## src/rtl/instruction_fetch_buffer_pkg.sv

```systemverilog
// Shared widths, defaults and the FIFO entry type for the instruction fetch buffer.
package fetch_pkg;

  localparam int ADDR_W = 8;
  localparam int INSTR_W = 16;
  localparam int DEFAULT_DEPTH = 4;
  localparam logic [ADDR_W-1:0] DEFAULT_RESET_PC = 8'h00;

  typedef struct packed {
    logic [ADDR_W-1:0]  pc;
    logic [INSTR_W-1:0] instr;
  } fetch_entry_t;

  // Occupancy counters need one extra bit so that a full FIFO is representable.
  function automatic int level_w(input int depth);
    return $clog2(depth) + 1;
  endfunction

endpackage

```

## src/rtl/instruction_fetch_buffer_if.sv

```systemverilog
// Bus bundle between the fetch buffer, the instruction memory and the decode/control FSM.
interface instruction_fetch_buffer_if #(
  parameter int LVL_W = fetch_pkg::level_w(fetch_pkg::DEFAULT_DEPTH)
);
  import fetch_pkg::*;

  logic               fetchEn;
  logic               imemRead;
  logic [ADDR_W-1:0]  imemAddr;
  logic [INSTR_W-1:0] imemData;
  logic               instrValid;
  logic               instrReady;
  logic [INSTR_W-1:0] instrOut;
  logic [ADDR_W-1:0]  instrPc;
  logic               redirect;
  logic [ADDR_W-1:0]  redirectPc;
  logic [LVL_W-1:0]   fifoLevel;

  modport master (
    input  fetchEn, imemData, instrReady, redirect, redirectPc,
    output imemRead, imemAddr, instrValid, instrOut, instrPc, fifoLevel
  );

  modport slave (
    output fetchEn, imemData, instrReady, redirect, redirectPc,
    input  imemRead, imemAddr, instrValid, instrOut, instrPc, fifoLevel
  );

endinterface

```

## src/rtl/instruction_fetch_buffer_fifo.sv

```systemverilog
// Small register FIFO of {pc, instr} entries with flush; head entry readable without a pop.
module fetch_fifo #(
  parameter int DEPTH = fetch_pkg::DEFAULT_DEPTH
) (
  input  logic                                  clk,
  input  logic                                  resetN,
  input  logic                                  flush_i,
  input  logic                                  push_i,
  input  fetch_pkg::fetch_entry_t               push_data_i,
  input  logic                                  pop_i,
  output fetch_pkg::fetch_entry_t               head_o,
  output logic [fetch_pkg::level_w(DEPTH)-1:0]  count_o
);
  import fetch_pkg::*;

  localparam int PTR_W = $clog2(DEPTH);
  localparam int CNT_W = level_w(DEPTH);

  fetch_entry_t     mem_q [DEPTH];
  logic [PTR_W-1:0] rd_ptr_q;
  logic [PTR_W-1:0] wr_ptr_q;
  logic [CNT_W-1:0] count_q;

  always_ff @(posedge clk or negedge resetN) begin
    if (!resetN) begin
      rd_ptr_q <= '0;
      wr_ptr_q <= '0;
      count_q  <= '0;
    end else if (flush_i) begin
      rd_ptr_q <= '0;
      wr_ptr_q <= '0;
      count_q  <= '0;
    end else begin
      if (push_i) wr_ptr_q <= wr_ptr_q + PTR_W'(1);
      if (pop_i)  rd_ptr_q <= rd_ptr_q + PTR_W'(1);
      case ({push_i, pop_i})
        2'b10:   count_q <= count_q + CNT_W'(1);
        2'b01:   count_q <= count_q - CNT_W'(1);
        default: count_q <= count_q;
      endcase
    end
  end

  // Storage carries no reset; the pointers and count alone define what is valid.
  always_ff @(posedge clk) begin
    if (push_i && !flush_i) mem_q[wr_ptr_q] <= push_data_i;
  end

  assign head_o  = mem_q[rd_ptr_q];
  assign count_o = count_q;

endmodule

```

## src/rtl/instruction_fetch_buffer.sv

```systemverilog
// Fetch stage: owns the fetch PC, issues 1-cycle-latency imem reads against FIFO credits,
// queues {pc, instr} for decode. Optional stall counter enabled by IFB_STALL_COUNT_EN.
module instruction_fetch_buffer #(
  parameter int                             DEPTH    = fetch_pkg::DEFAULT_DEPTH,
  parameter logic [fetch_pkg::ADDR_W-1:0]   RESET_PC = fetch_pkg::DEFAULT_RESET_PC
) (
  input  logic                       clk,
  input  logic                       resetN,
  instruction_fetch_buffer_if.master bus
`ifdef IFB_STALL_COUNT_EN
  ,
  output logic [15:0]                stallCount
`endif
);
  import fetch_pkg::*;

  localparam int LVL_W = level_w(DEPTH);
  localparam int SUM_W = LVL_W + 1;

  logic [ADDR_W-1:0] fetch_pc_q, fetch_pc_d;
  logic [ADDR_W-1:0] tag_q, tag_d;
  logic              in_flight_q, in_flight_d;
  logic              valid, pop, push, issue;
  logic [LVL_W-1:0]  count;
  logic [SUM_W-1:0]  credits_used;
  fetch_entry_t      head, push_entry;

  assign valid = (count != '0);
  assign pop   = valid & bus.instrReady;
  assign push  = in_flight_q & ~bus.redirect;

  // A slot is owed to every queued entry and to the read still in flight; a pop frees one now.
  assign credits_used = SUM_W'(count) + SUM_W'(in_flight_q) - SUM_W'(pop);
  assign issue = resetN & bus.fetchEn & ~bus.redirect & (credits_used < SUM_W'(DEPTH));

  assign push_entry = '{pc: tag_q, instr: bus.imemData};

  always_comb begin
    fetch_pc_d  = fetch_pc_q;
    tag_d       = tag_q;
    in_flight_d = 1'b0;
    if (bus.redirect) begin
      fetch_pc_d = bus.redirectPc;
    end else if (issue) begin
      fetch_pc_d  = fetch_pc_q + ADDR_W'(1);
      tag_d       = fetch_pc_q;
      in_flight_d = 1'b1;
    end
  end

  always_ff @(posedge clk or negedge resetN) begin
    if (!resetN) begin
      fetch_pc_q  <= RESET_PC;
      tag_q       <= '0;
      in_flight_q <= 1'b0;
    end else begin
      fetch_pc_q  <= fetch_pc_d;
      tag_q       <= tag_d;
      in_flight_q <= in_flight_d;
    end
  end

  fetch_fifo #(.DEPTH(DEPTH)) u_fifo (
    .clk         (clk),
    .resetN      (resetN),
    .flush_i     (bus.redirect),
    .push_i      (push),
    .push_data_i (push_entry),
    .pop_i       (pop),
    .head_o      (head),
    .count_o     (count)
  );

  assign bus.imemRead   = issue;
  assign bus.imemAddr   = fetch_pc_q;
  assign bus.instrValid = valid;
  assign bus.instrOut   = valid ? head.instr : '0;
  assign bus.instrPc    = valid ? head.pc : '0;
  assign bus.fifoLevel  = count;

`ifdef IFB_STALL_COUNT_EN
  logic [15:0] stall_q;

  always_ff @(posedge clk or negedge resetN) begin
    if (!resetN) begin
      stall_q <= '0;
    end else if (!valid && bus.fetchEn && !bus.redirect && stall_q != 16'hFFFF) begin
      stall_q <= stall_q + 16'd1;
    end
  end

  assign stallCount = stall_q;
`endif

endmodule

```

## src/flat_wrapper.sv

```systemverilog
// flat-port wrapper written by rule: the top's interface ports become plain ports
module instruction_fetch_buffer_flat import fetch_pkg::*;
#(
  parameter int                             DEPTH    = fetch_pkg::DEFAULT_DEPTH,
  parameter logic [fetch_pkg::ADDR_W-1:0]   RESET_PC = fetch_pkg::DEFAULT_RESET_PC
)
  (clk, resetN, bus_fetchEn, bus_imemData, bus_instrReady, bus_redirect, bus_redirectPc, bus_imemRead, bus_imemAddr, bus_instrValid, bus_instrOut, bus_instrPc, bus_fifoLevel);
  instruction_fetch_buffer_if #(.LVL_W(3)) bus_i ();
  input  logic clk;
  input  logic resetN;
  input wire logic [$bits(bus_i.fetchEn)-1:0] bus_fetchEn;
  input wire logic [$bits(bus_i.imemData)-1:0] bus_imemData;
  input wire logic [$bits(bus_i.instrReady)-1:0] bus_instrReady;
  input wire logic [$bits(bus_i.redirect)-1:0] bus_redirect;
  input wire logic [$bits(bus_i.redirectPc)-1:0] bus_redirectPc;
  output wire logic [$bits(bus_i.imemRead)-1:0] bus_imemRead;
  output wire logic [$bits(bus_i.imemAddr)-1:0] bus_imemAddr;
  output wire logic [$bits(bus_i.instrValid)-1:0] bus_instrValid;
  output wire logic [$bits(bus_i.instrOut)-1:0] bus_instrOut;
  output wire logic [$bits(bus_i.instrPc)-1:0] bus_instrPc;
  output wire logic [$bits(bus_i.fifoLevel)-1:0] bus_fifoLevel;
  assign bus_i.fetchEn = bus_fetchEn;
  assign bus_i.imemData = bus_imemData;
  assign bus_i.instrReady = bus_instrReady;
  assign bus_i.redirect = bus_redirect;
  assign bus_i.redirectPc = bus_redirectPc;
  assign bus_imemRead = bus_i.imemRead;
  assign bus_imemAddr = bus_i.imemAddr;
  assign bus_instrValid = bus_i.instrValid;
  assign bus_instrOut = bus_i.instrOut;
  assign bus_instrPc = bus_i.instrPc;
  assign bus_fifoLevel = bus_i.fifoLevel;
  instruction_fetch_buffer #(.DEPTH(DEPTH), .RESET_PC(RESET_PC)) u_core (.clk(clk), .resetN(resetN), .bus(bus_i));
endmodule
```

## config.mk

```make
export PLATFORM = sky130hd
export DESIGN_NAME = instruction_fetch_buffer_flat
export DESIGN_NICKNAME = d
export VERILOG_FILES = /design/src/rtl/instruction_fetch_buffer_pkg.sv /design/src/rtl/instruction_fetch_buffer_if.sv /design/src/rtl/instruction_fetch_buffer_fifo.sv /design/src/rtl/instruction_fetch_buffer.sv /design/src/flat_wrapper.sv
export SDC_FILE = /design/constraint.sdc
export NUM_CORES = 1
export LEC_CHECK = 0
export CORE_UTILIZATION = 55
export CTS_CLUSTER_SIZE = 16
export DETAILED_ROUTE_END_ITERATION = 8
export PLACE_DENSITY = 0.79
export RECOVER_POWER = 100
export SYNTH_ARGS = -nofsm -noshare
export SYNTH_HDL_FRONTEND = slang
export SYNTH_SLANG_ARGS = --single-unit
```

## constraint.sdc

```tcl
create_clock -name clk -period 3.2 [get_ports clk]
set_input_delay 0.64 -clock clk [delete_from_list [all_inputs] [get_ports clk]]
set_output_delay 0.64 -clock clk [all_outputs]
set_load 0.1 [all_outputs]
```

# [Word level (Yosys, flattened, before mapping)]
# Memories as Yosys holds them, arrays and structs flattened.
# Index checks and enable logic that the tools add are counted.
[totals] ram_bits=96 mem_count=1 word_cells=45 reg_bits=24
[mem_list] name="u_core.u_fifo.mem_q" words=4 width=24 rd=1 rd_ports_with_merged_regs=0 write_ports=1 line="instruction_fetch_buffer_fifo.sv:19" rtl="fetch_entry_t mem_q [DEPTH];"
[classes] n_addsub=7 n_bitwise=6 eq_ne=2 n_mux=14 order_cmp=1 reduce_logical=8
[ops] op="8-bit two-way mux" count=3
[ops] op="16-bit two-way mux" count=1
[ops] op="8-bit by 1-bit adder with 8-bit output (second input constant)" count=1
[ops] op="2-bit two-way mux" count=4
[ops] op="3-bit case mux with 2 select lines" count=1
[ops] op="2-bit nonzero test" count=3
[ops] op="3-bit nonzero test" count=2
[ops] op="1-bit AND" count=5
[ops] op="2-bit by 1-bit adder with 2-bit output (second input constant)" count=2
[ops] op="3-bit by 1-bit adder with 4-bit output" count=1
[ops] op="4-bit by 3-bit less-than comparator with 1-bit output (second input constant)" count=1
[ops] op="1-bit two-way mux" count=4
[ops] op="4-bit by 1-bit subtractor with 4-bit output" count=1
[ops] op="3-bit by 1-bit adder with 3-bit output (second input constant)" count=1
[ops] op="3-bit two-way mux" count=1
[ops] op="3-bit by 1-bit subtractor with 3-bit output (second input constant)" count=1
[ops] op="2-bit by 1-bit equality test with 1-bit output (second input constant)" count=1
[ops] op="2-bit equality test (second input constant)" count=1
[ops] op="2-bit AND reduction" count=1
[ops] op="1-bit logical AND" count=1
[ops] op="1-bit zero test" count=1
[ops] op="1-bit inverter" count=1

# [Longest topological paths before layout]
# Gate-level depths: netlist (run 1).
[logic_depth] word_depth=7 depth_mapped=12 mapped_depth_nobuf=9

# [By module]
# Synthesis (run 1) repeated with hierarchy kept, for this count alone.
[hier_totals] cells_unflattened=277 hier_area_um2=5009.8
[modules_own_cells] mod="fetch_fifo" area_per_inst_um2=3935.0 n_inst=1 cells_each=167
[modules_own_cells] mod="instruction_fetch_buffer" area_per_inst_um2=1074.8 n_inst=1 cells_each=110

# [Least setup slack after synthesis (run 1)]
# Ideal clock, no wire load.
[synth_path] kind="reg2out" from="reg u_core.u_fifo.count_q[2], in the netlist u_core.u_fifo.count_o[2]" to="out bus_imemRead" path_stages_with_launch=13 arrival_ps=3404 setup_slack_ps=-844 required_time_ps=2560 path_cell_list="dfrtp_1 > buf_4 > o31ai_2 > inv_1 > ha_1 > inv_1 > ha_1 > and3b_1 > buf_6 > nor4_4 > o21ai_1 > buf_6 > inv_1"
[synth_via] elab_chain_len=5 elab_cells_between_ends=6 cone_classes="add/sub (2); order compare (1); bitwise (2); reduce/logical (1)"
[synth_rtl] element="start, declared" line="instruction_fetch_buffer_fifo.sv:22" rtl="logic [CNT_W-1:0] count_q;"
[synth_rtl] element="start signal, assigned" line="instruction_fetch_buffer_fifo.sv:37" rtl="2'b10: count_q <= count_q + CNT_W'(1);"
[synth_rtl] element="start signal, assigned" line="instruction_fetch_buffer_fifo.sv:38" rtl="2'b01: count_q <= count_q - CNT_W'(1);"
[synth_rtl] element="start signal, assigned" line="instruction_fetch_buffer_fifo.sv:39" rtl="default: count_q <= count_q;"
[synth_rtl] element="branches (longest 2 deep; another with 3-bit by 1-bit adder with 4-bit output)"
[synth_rtl] element="4-bit by 1-bit subtractor with 4-bit output *" line="instruction_fetch_buffer.sv:33" rtl="assign credits_used = SUM_W'(count) + SUM_W'(in_flight_q) - SUM_W'(pop);"
[synth_rtl] element="4-bit by 3-bit less-than comparator with 1-bit output *" line="instruction_fetch_buffer.sv:34" rtl="assign issue = resetN & bus.fetchEn & ~bus.redirect & (credits_used < SUM_W'(DEPTH));"
[synth_rtl] element="1-bit AND *" line="instruction_fetch_buffer.sv:34"
[synth_rtl] element="end, declared" line="flat_wrapper.sv:16" rtl="output wire logic [$bits(bus_i.imemRead)-1:0] bus_imemRead;"
# Every way passes the cells marked *.

# [Worst setup path after layout (run 1)]
[layout_path] from="reg u_core.u_fifo.count_q[0], in the netlist u_core.u_fifo.count_o[0]" to="out bus_imemRead"
# The elaborated chain is that of the path after synthesis.

==> results of run 1 <==
-- routing by layer --
layer / track usage [%] / routed length (um) / share of wire [%]
met4: 8.50 / 108 / 1.1
met2: 38.5 / 5210 / 52
met5: 0 / 0 / 0
met1: 27.5 / 4210 / 42
met3: 5.25 / 437 / 4.4
-- how the worst min path moves through the flow --
stage | startpoint | endpoint | slack, ps | cells past startpoint
3_5_place_dp | u_core.tag_q[7]$_DFFE_PN0P_ | u_core.u_fifo.mem_q[3][23]$_DFFE_PP_ | 510 | 0
3_3_place_gp | u_core.tag_q[0]$_DFFE_PN0P_ | u_core.u_fifo.mem_q[3][16]$_DFFE_PP_ | 490 | 0
4_1_cts | u_core.tag_q[0]$_DFFE_PN0P_ | u_core.u_fifo.mem_q[2][16]$_DFFE_PP_ | 520 | 0
2_1_floorplan | resetN | u_core.bus.imemAddr[0]$_DFFE_PN0P_ | 340 | 0
5_1_grt | u_core.tag_q[0]$_DFFE_PN0P_ | u_core.u_fifo.mem_q[2][16]$_DFFE_PP_ | 540 | 0
6_report | u_core.tag_q[0]$_DFFE_PN0P_ | u_core.u_fifo.mem_q[2][16]$_DFFE_PP_ | 520 | 0
-- synthesized netlist by cell type, types with 3 or more instances --
cell type	count
edfxtp_1	96
inv_1	12
and3_1	5
nor3_1	4
mux2_4	7
o21ai_0	8
a21oi_1	3
ha_1	8
nand3_1	10
clkbuf_1	10
nor2b_1	4
nand2_1	5
dfrtp_1	24
mux4_2	24
xor2_1	3
xnor2_1	3
nor2_1	10
buf_2	3
nand4_1	4
and2_1	24
-- logic make-up (layout without fill, tap and decap cells) --
kind of cell / after synthesis / count (layout)
xor gates and xnor gates: 6 / 6
adders and majority gates: 9 / 9
and+or+nand+nor: 79 / 79
AOI/OAI and AO/OA: 27 / 27
buffers and inverters: 29 / 132
DFF: 120 / 120
muxes: 34 / 34
-- final cells by class --
cell class              count  share of cell area, %
flip-flops and latches    120                   51.8
multi-input cells         155                   22.9
repair buffers             89                   14.6
clock buffers              18                   6.21
well taps                 108                   2.01
clock inverters            12                   1.65
inverters                  13                  0.780
-- metrics by stage --
stage	std cells	hold slack (ps)	util [%]	area [um^2]
final	515	521	75.7	6730
after global routing	515	544	75.7	6730
after CTS	515	518	76.5	6800
after detailed placement	482	515	70.2	6240
after global placement	482	485	70.2	6240
after floorplan	304	344	-	5160
-- state kept, by name, indices dropped and copies added, names as in the netlist --
| signal | count |
|---|---|
| u_core.u_fifo.rd_ptr_q | 2 |
| u_core.u_fifo.wr_ptr_q | 2 |
| u_core.tag_q | 8 |
| u_core.bus.imemAddr | 8 |
| u_core.in_flight_q | 1 |
| u_core.u_fifo.mem_q | 96 |
| u_core.u_fifo.count_o | 3 |
-- repair_timing --
item | CTS | global route
setup endpoints to repair | 1 | 1
setup buffers | 3 | 0
resized for setup | 3 | 0
pin swaps | 4 | 1
==> metrics.md, run 1 <==
| Metric | Value |
|---|---|
| Worst-path cell with the longest stage delay | dfrtp_2 |
| Post-synthesis compound-gate area fraction | 3.78% |
| Routed vias | 2990 |
| Slew @ Worst Pin | 1550 ps |
| Total wire length | 9.96 mm |
| Reg2Reg Depth | 11 |
| TritonCTS buffer count | 17 |
| I/O pins | 66 |
| Dpl hpwl | 6.26 mm |
| H-tree lvl count | 4 |
| Internal reg-to-reg setup slack | 570 ps |
| Routed WL per cell | 19.3 um |
| Commonest non-fill, non-tap cell in the layout | edfxtp_1 |
| Largest family of logic cells by synthesized area | multiplexers |
| Status | finished, violations left |
| Clock skew | 8.21 ps |
| XOR/XNOR share of the synthesized area | 1.02% |
| Area share of the largest cell type after synthesis | 56.2% |
| Crit path required time | 2560 ps |
| Adder-cell share of the synthesized area | 2.34% |
| FP Rows | 34 |
| Ys flop type | edfxtp_1 |
| Vias per std cell | 5.81 |
| Drt first pass iters | 4 |
| Fin nets | 434 |
| Fmax | 0.297 GHz |
| Clock Latency Late Sink | 510 ps |
| CTS root buf | clkbuf_8 |
| WP depth | 10 |
| Yosys reg bits | 120 |
| Die footprint | 9720 um^2 |
| Vias in the first global route | 3141 |
| CTS tree | yes |
| R2R Path End | u_core.bus.imemAddr[7]$_DFFE_PN0P_ |
| Setup crit start | u_core.u_fifo.count_o[0]$_DFFE_PN0P_ |
| Final setup fails | 1 |
| Mux cell area share after synthesis | 13.2% |
| Worst setup SP type | register |
| Slew HR | -3.04% |
| Layout cells sized above 1 | 28.3% |
| Synthesized Nets | 342 |
| Largest net degree at the start of global routing | 27 |
| CP delay by family, top | compound AO/OA/AOI/OAI gates |
| Setup ws final | -162 ps |
| Hold Vio Cnt, Final | 0 |
| CP endpoint kind | primary output |
| Ranking of synthesized cells by area | edfxtp_1 56%, dfrtp_1 12%, mux4_2 11% |
| CP Class | reg -> out |
| Most frequent cells in the layout | 96 x edfxtp_1, 25 x buf_12, 24 x mux4_2, 24 x and2_1, 20 x dfrtp_1 |
| FILL cells | 522 |
| Area grow syn2layout | 31.2% |
| Post-synth top area cell | edfxtp_1 |
| Reg-to-Reg Start | u_core.u_fifo.count_o[0]$_DFFE_PN0P_ |
| Initial cell density of the core | 57.7% |
| Setup_tns | -162 ps |
| Ys async rst share | 20.0% |
| Hold_buf cts | 0 |
| YS warnings | 0 |
| Initial antenna violation count | 0 |
| RSZ-0062 raised after global routing | yes |
| Max-Cap Viols | 2 |
| Total gr overflow | 0 |
| CP max stage delay | 420 ps |
| Synth Area in Simple Gates | 9.22% |
| Post-synth EDFFs | 96 |
| Clock Sinks | 120 |
| Worst-path cell chain | o31ai_4, inv_1, ha_2, inv_2, ha_4, and3b_1, o2111a_1, o21ai_2, clkinvlp_4, buf_12 |
| Slew Viols, Final | 50 |
| First-pass GRT wire length | 16.0 mm |
| Mapped Cells | 304 |
| CP arrival | 2720 ps |
| Maximum fanout along the worst path | 3 |
| Ant diodes | 0 |
| HP Class | reg -> reg |
| Die Y | 98.6 um |
| Sequential Area | 3490 um^2 |
| Clock Pin Slew Worst Setup and Hold Paths | 60 ps |
| Post-DRT Antenna Nets | 0 |
| Yosys cell types | 49 |
| Period utilisation layout | 105% |
| Min cycle time layout | 3360 ps |
| Core area | 8890 um^2 |
| Deepest clock path buffer count | 2 |
| Pre-CTS setup slack | -292 ps |
| Area of the multi-input gates | 1540 um^2 |
| Total track usage | 22.3% |
| DRC violations left | 0 |
| Initial DRC Count | 116 |
| Mapped cell area | 5130 um^2 |
| Capture point of the critical path | bus_imemRead |
| Failing checks | capacitance limit, slew limit, setup timing |
| Post-synthesis sequential area ratio | 67.9% |
| Syn Area/Cell | 16.9 um^2 |
| Routability cong. | 0.824 |
| Worst path bufs/invs | 4 |
| # port buffers | 65 |
| Die W | 98.6 um |
Power of run 1 is not shown: default switching activity piles up to over one toggle a cycle in this logic, so the estimate is an artifact.
==> run 2: changes to the inputs <==
- CORE_UTILIZATION: 55 -> 60
- CTS_CLUSTER_SIZE: 16 -> default
- DONT_BUFFER_PORTS: default -> 1
- PLACE_DENSITY: 0.79 -> 0.76
- SYNTH_HIERARCHICAL: default -> 1
==> metrics.md, run 2 <==
| Metric | Value |
|---|---|
| Status | finished, violations left (unchanged) |
| Failing checks | setup timing (was capacitance limit, slew limit, setup timing) |
| Deepest clock path buffer count | 2 (unchanged) |
| Setup crit start | u_core/u_fifo/count_o[0]$_DFFE_PN0P_ (was u_core.u_fifo.count_o[0]$_DFFE_PN0P_) |
| CTS tree | yes (unchanged) |
| I/O pins | 66 (unchanged) |
| Most frequent cells in the layout | 96 x edfxtp_1, 46 x buf_4, 24 x nor2b_2, 20 x dfrtp_1, 18 x mux4_2 (was 96 x edfxtp_1, 25 x buf_12, 24 x mux4_2, 24 x and2_1, 20 x dfrtp_1) |
| DRC violations left | 0 (unchanged) |
| Largest register FFs | 96 (unchanged) |
| RSZ-0062 raised after global routing | yes (unchanged) |
| Total gr overflow | 0 (unchanged) |
| Core area | 7890 um^2 (was 8890 um^2) |
| Routed vias | 2553 (was 2990) |
| Ranking of synthesized cells by area | edfxtp_1 58%, dfrtp_1 12%, mux4_2 8.1% (was edfxtp_1 56%, dfrtp_1 12%, mux4_2 11%) |
| Crit path required time | 2560 ps (about the same) |
| H-tree lvl count | 4 (unchanged) |
| Clock Sinks | 120 (unchanged) |
| CTS root buf | clkbuf_8 (unchanged) |
| Fin nets | 370 (was 434) |
| Total wire length | 9.01 mm (was 9.96 mm) |
| CP arrival | 2680 ps (was 2720 ps) |
| Reg-to-Reg Start | u_core/u_fifo/count_o[0]$_DFFE_PN0P_ (was u_core.u_fifo.count_o[0]$_DFFE_PN0P_) |
| Setup_tns | -124 ps (was -162 ps) |
| Maximum fanout along the worst path | 2 (was 3) |
| Fmax | 0.301 GHz (was 0.297 GHz) |
| Initial antenna violation count | 0 (unchanged) |
| Post-layout util | 78.3% (was 75.7%) |
| Yosys reg bits | 120 (unchanged) |
| Total track usage | 23.3% (was 22.3%) |
| Initial cell density of the core | 63.5% (was 57.7%) |
| Vias in the first global route | 2725 (was 3141) |
| Largest Register | u_core/u_fifo/mem_q (was u_core.u_fifo.mem_q) |
| First-pass GRT wire length | 14.1 mm (was 16.0 mm) |
| Ant diodes | 0 (unchanged) |
| Final setup fails | 1 (unchanged) |
| Die W | 93.4 um (was 98.6 um) |
| Min cycle time layout | 3320 ps (was 3360 ps) |
| Vias per std cell | 5.72 (was 5.81) |
| Post-synthesis sequential area ratio | 69.5% (was 67.9%) |
| Post-DRT Antenna Nets | 0 (unchanged) |
| HP Class | in -> reg (was reg -> reg) |
| Post-synth EDFFs | 96 (unchanged) |
| Clock Latency Late Sink | 500 ps (was 510 ps) |
| Layout cells sized above 1 | 41.3% (was 28.3%) |
| Hold Path Depth | 1 (was 0) |
| CP Class | reg -> out (unchanged) |
| Mapped Cells | 277 (was 304) |
| FP Rows | 32 (was 34) |
| Endpoint, Worst Hold | u_core/u_fifo/count_o[0]$_DFFE_PN0P_ (was u_core.u_fifo.mem_q[2][16]$_DFFE_PP_) |
| Non-Filler Instances | 446 (was 515) |
| Ys async rst share | 20.0% (unchanged) |
| Slew HR | 28.3% (was -3.04%) |
| Syn Area/Cell | 18.1 um^2 (was 16.9 um^2) |
| YS warnings | 6 (was 0) |
| Hold Vio Cnt, Final | 0 (unchanged) |
| Period utilisation layout | 104% (was 105%) |
| Clock Pin Slew Worst Setup and Hold Paths | 60 ps (about the same) |
| R2R Path End | u_core/bus.imemAddr[7]$_DFFE_PN0P_ (was u_core.bus.imemAddr[7]$_DFFE_PN0P_) |
| Routed WL per cell | 20.2 um (was 19.3 um) |
| Dpl hpwl | 5.05 mm (was 6.26 mm) |
| Ys flop type | edfxtp_1 (unchanged) |
| Pwr/cell area | 1060 nW/um^2 |
| Slew @ Worst Pin | 1070 ps (was 1550 ps) |
| Area grow syn2layout | 23.2% (was 31.2%) |
| Most common library cells after synthesis | 96 x edfxtp_1, 27 x nor2b_1, 24 x dfrtp_1, 18 x mux4_2, 10 x inv_1 (was 96 x edfxtp_1, 24 x and2_1, 24 x dfrtp_1, 24 x mux4_2, 12 x inv_1) |
| Slew Viols, Final | 0 (was 50) |
| Min-delay src | bus_redirect (was u_core.tag_q[0]$_DFFE_PN0P_) |
| # port buffers | 0 (was 65) |
| Count leader, synth | edfxtp_1 (unchanged) |
| Drt first pass iters | 4 (unchanged) |
| CP endpoint kind | primary output (unchanged) |
| Worst setup SP type | register (unchanged) |
| Max VDD drop | 0.625 mV |
| Yosys cell types | 35 (was 49) |
| Die footprint | 8720 um^2 (was 9720 um^2) |
| Max-Cap Viols | 0 (was 2) |
| Die Y | 93.4 um (was 98.6 um) |
| Largest net degree at the start of global routing | 26 (was 27) |
| Lkg Pwr | 0.00222 uW |
| Clock skew | 8.61 ps (was 8.21 ps) |
| Mapped cell area | 5010 um^2 (was 5130 um^2) |
| Reg2Reg Depth | 11 (unchanged) |
| Commonest non-fill, non-tap cell in the layout | edfxtp_1 (unchanged) |
| Routability cong. | 0.737 (was 0.824) |
| Internal reg-to-reg setup slack | 570 ps (about the same) |
| Setup ws final | -124 ps (was -162 ps) |
| Initial DRC Count | 150 (was 116) |
| Area share of the largest cell type after synthesis | 57.5% (was 56.2%) |
| TritonCTS buffer count | 17 (unchanged) |
| Placed Instances | 409 (was 482) |
| Post-synth top area cell | edfxtp_1 (unchanged) |
| Synthesized Nets | 315 (was 342) |
## run 2: cell types whose count changed after synthesis, sizes merged, moves of 3 or more
cell    before  now
and2        24    5
clkbuf      10    5
inv         13   10
nand3       10    1
nand4        4    0
nor2b        4   27
or4          3    0
xor2         3    7
## run 2: per-stage QoR
stage / setup slack (ps) / hold slack [ps] / total power [uW] / area, um^2
CTS: -126 / 166 / 6540 / 6160
global placement: 281 / 345 / 4510 / 5500
detailed placement: 231 / 345 / 4550 / 5500
finish: -124 / 193 / 6520 / 6170
floorplan: -201 / 344 / 4070 / 5070
global route: -213 / 164 / 6750 / 6170
## run 2: worst max-delay path by stage
stage              endpoint  depth (start not counted)
3_5_place_dp   bus_imemRead                          9
3_3_place_gp   bus_imemRead                          9
4_1_cts        bus_imemRead                         10
6_report       bus_imemRead                         10
2_1_floorplan  bus_imemRead                         10
5_1_grt        bus_imemRead                         10
## run 2: kinds of logic (layout without fill, tap and decap cells)
| logic type | after synthesis | in the layout | share of synthesized area (%) |
|---|---|---|---|
| xor gates and xnor gates | 12 | 12 | 2.10 |
| muxes | 36 | 36 | 13.9 |
| and+or+nand+nor | 60 | 60 | 7.24 |
| adders and majority gates | 9 | 9 | 2.40 |
| buffers and inverters | 23 | 90 | 2.65 |
| DFF | 120 | 120 | 69.5 |
| AOI/OAI and AO/OA | 17 | 17 | 2.22 |
## run 2: final cells by class
| class | count | area, um^2 |
|---|---|---|
| fillers | 403 | 1710 |
| flip-flops and latches | 120 | 3500 |
| inverters | 10 | 43.8 |
| clock inverters | 13 | 179 |
| well taps | 102 | 128 |
| multi-input cells | 134 | 1510 |
| repair buffers | 49 | 395 |
| clock buffers | 18 | 418 |
## run 2: critical path: stages, from the launching register on
cell and delay, ps:
dfrtp_4 480, nor3_4 240, nor2b_4 80, ha_4 170, inv_4 50, ha_4 180, and3b_4 190, o211a_4 240
o211ai_4 230, clkinvlp_4 140, buf_12 170
## run 2: what timing repair did
| item | in CTS | in global routing |
|---|---|---|
| pin swaps | 4 | 4 |
| endpoints found under the setup margin | 1 | 1 |
| cloned | 0 | 0 |
| hold endpoints to repair | 24 | 0 |
| hold buffers | 1 | 0 |
| setup buffers | 3 | 2 |
| gates resized for setup | 4 | 1 |
## run 2: routing by layer
metal / track usage [%] / vias to the layer above / wire, um
li1: - / 1170 / -
met1: 27.3 / 1279 / 3480
met2: 40.0 / 92 / 4840
met3: 8.05 / 12 / 600
met4: 8.08 / 0 / 87
met5: 0 / - / 0
## run 2: where the power goes
part / internal [uW] / switching, uW
combinational: 781 / 1840
sequential: 1860 / 149
clock: 1250 / 645
total: 3890 / 2630
No activity file was read; power rests on OpenSTA's default activity.
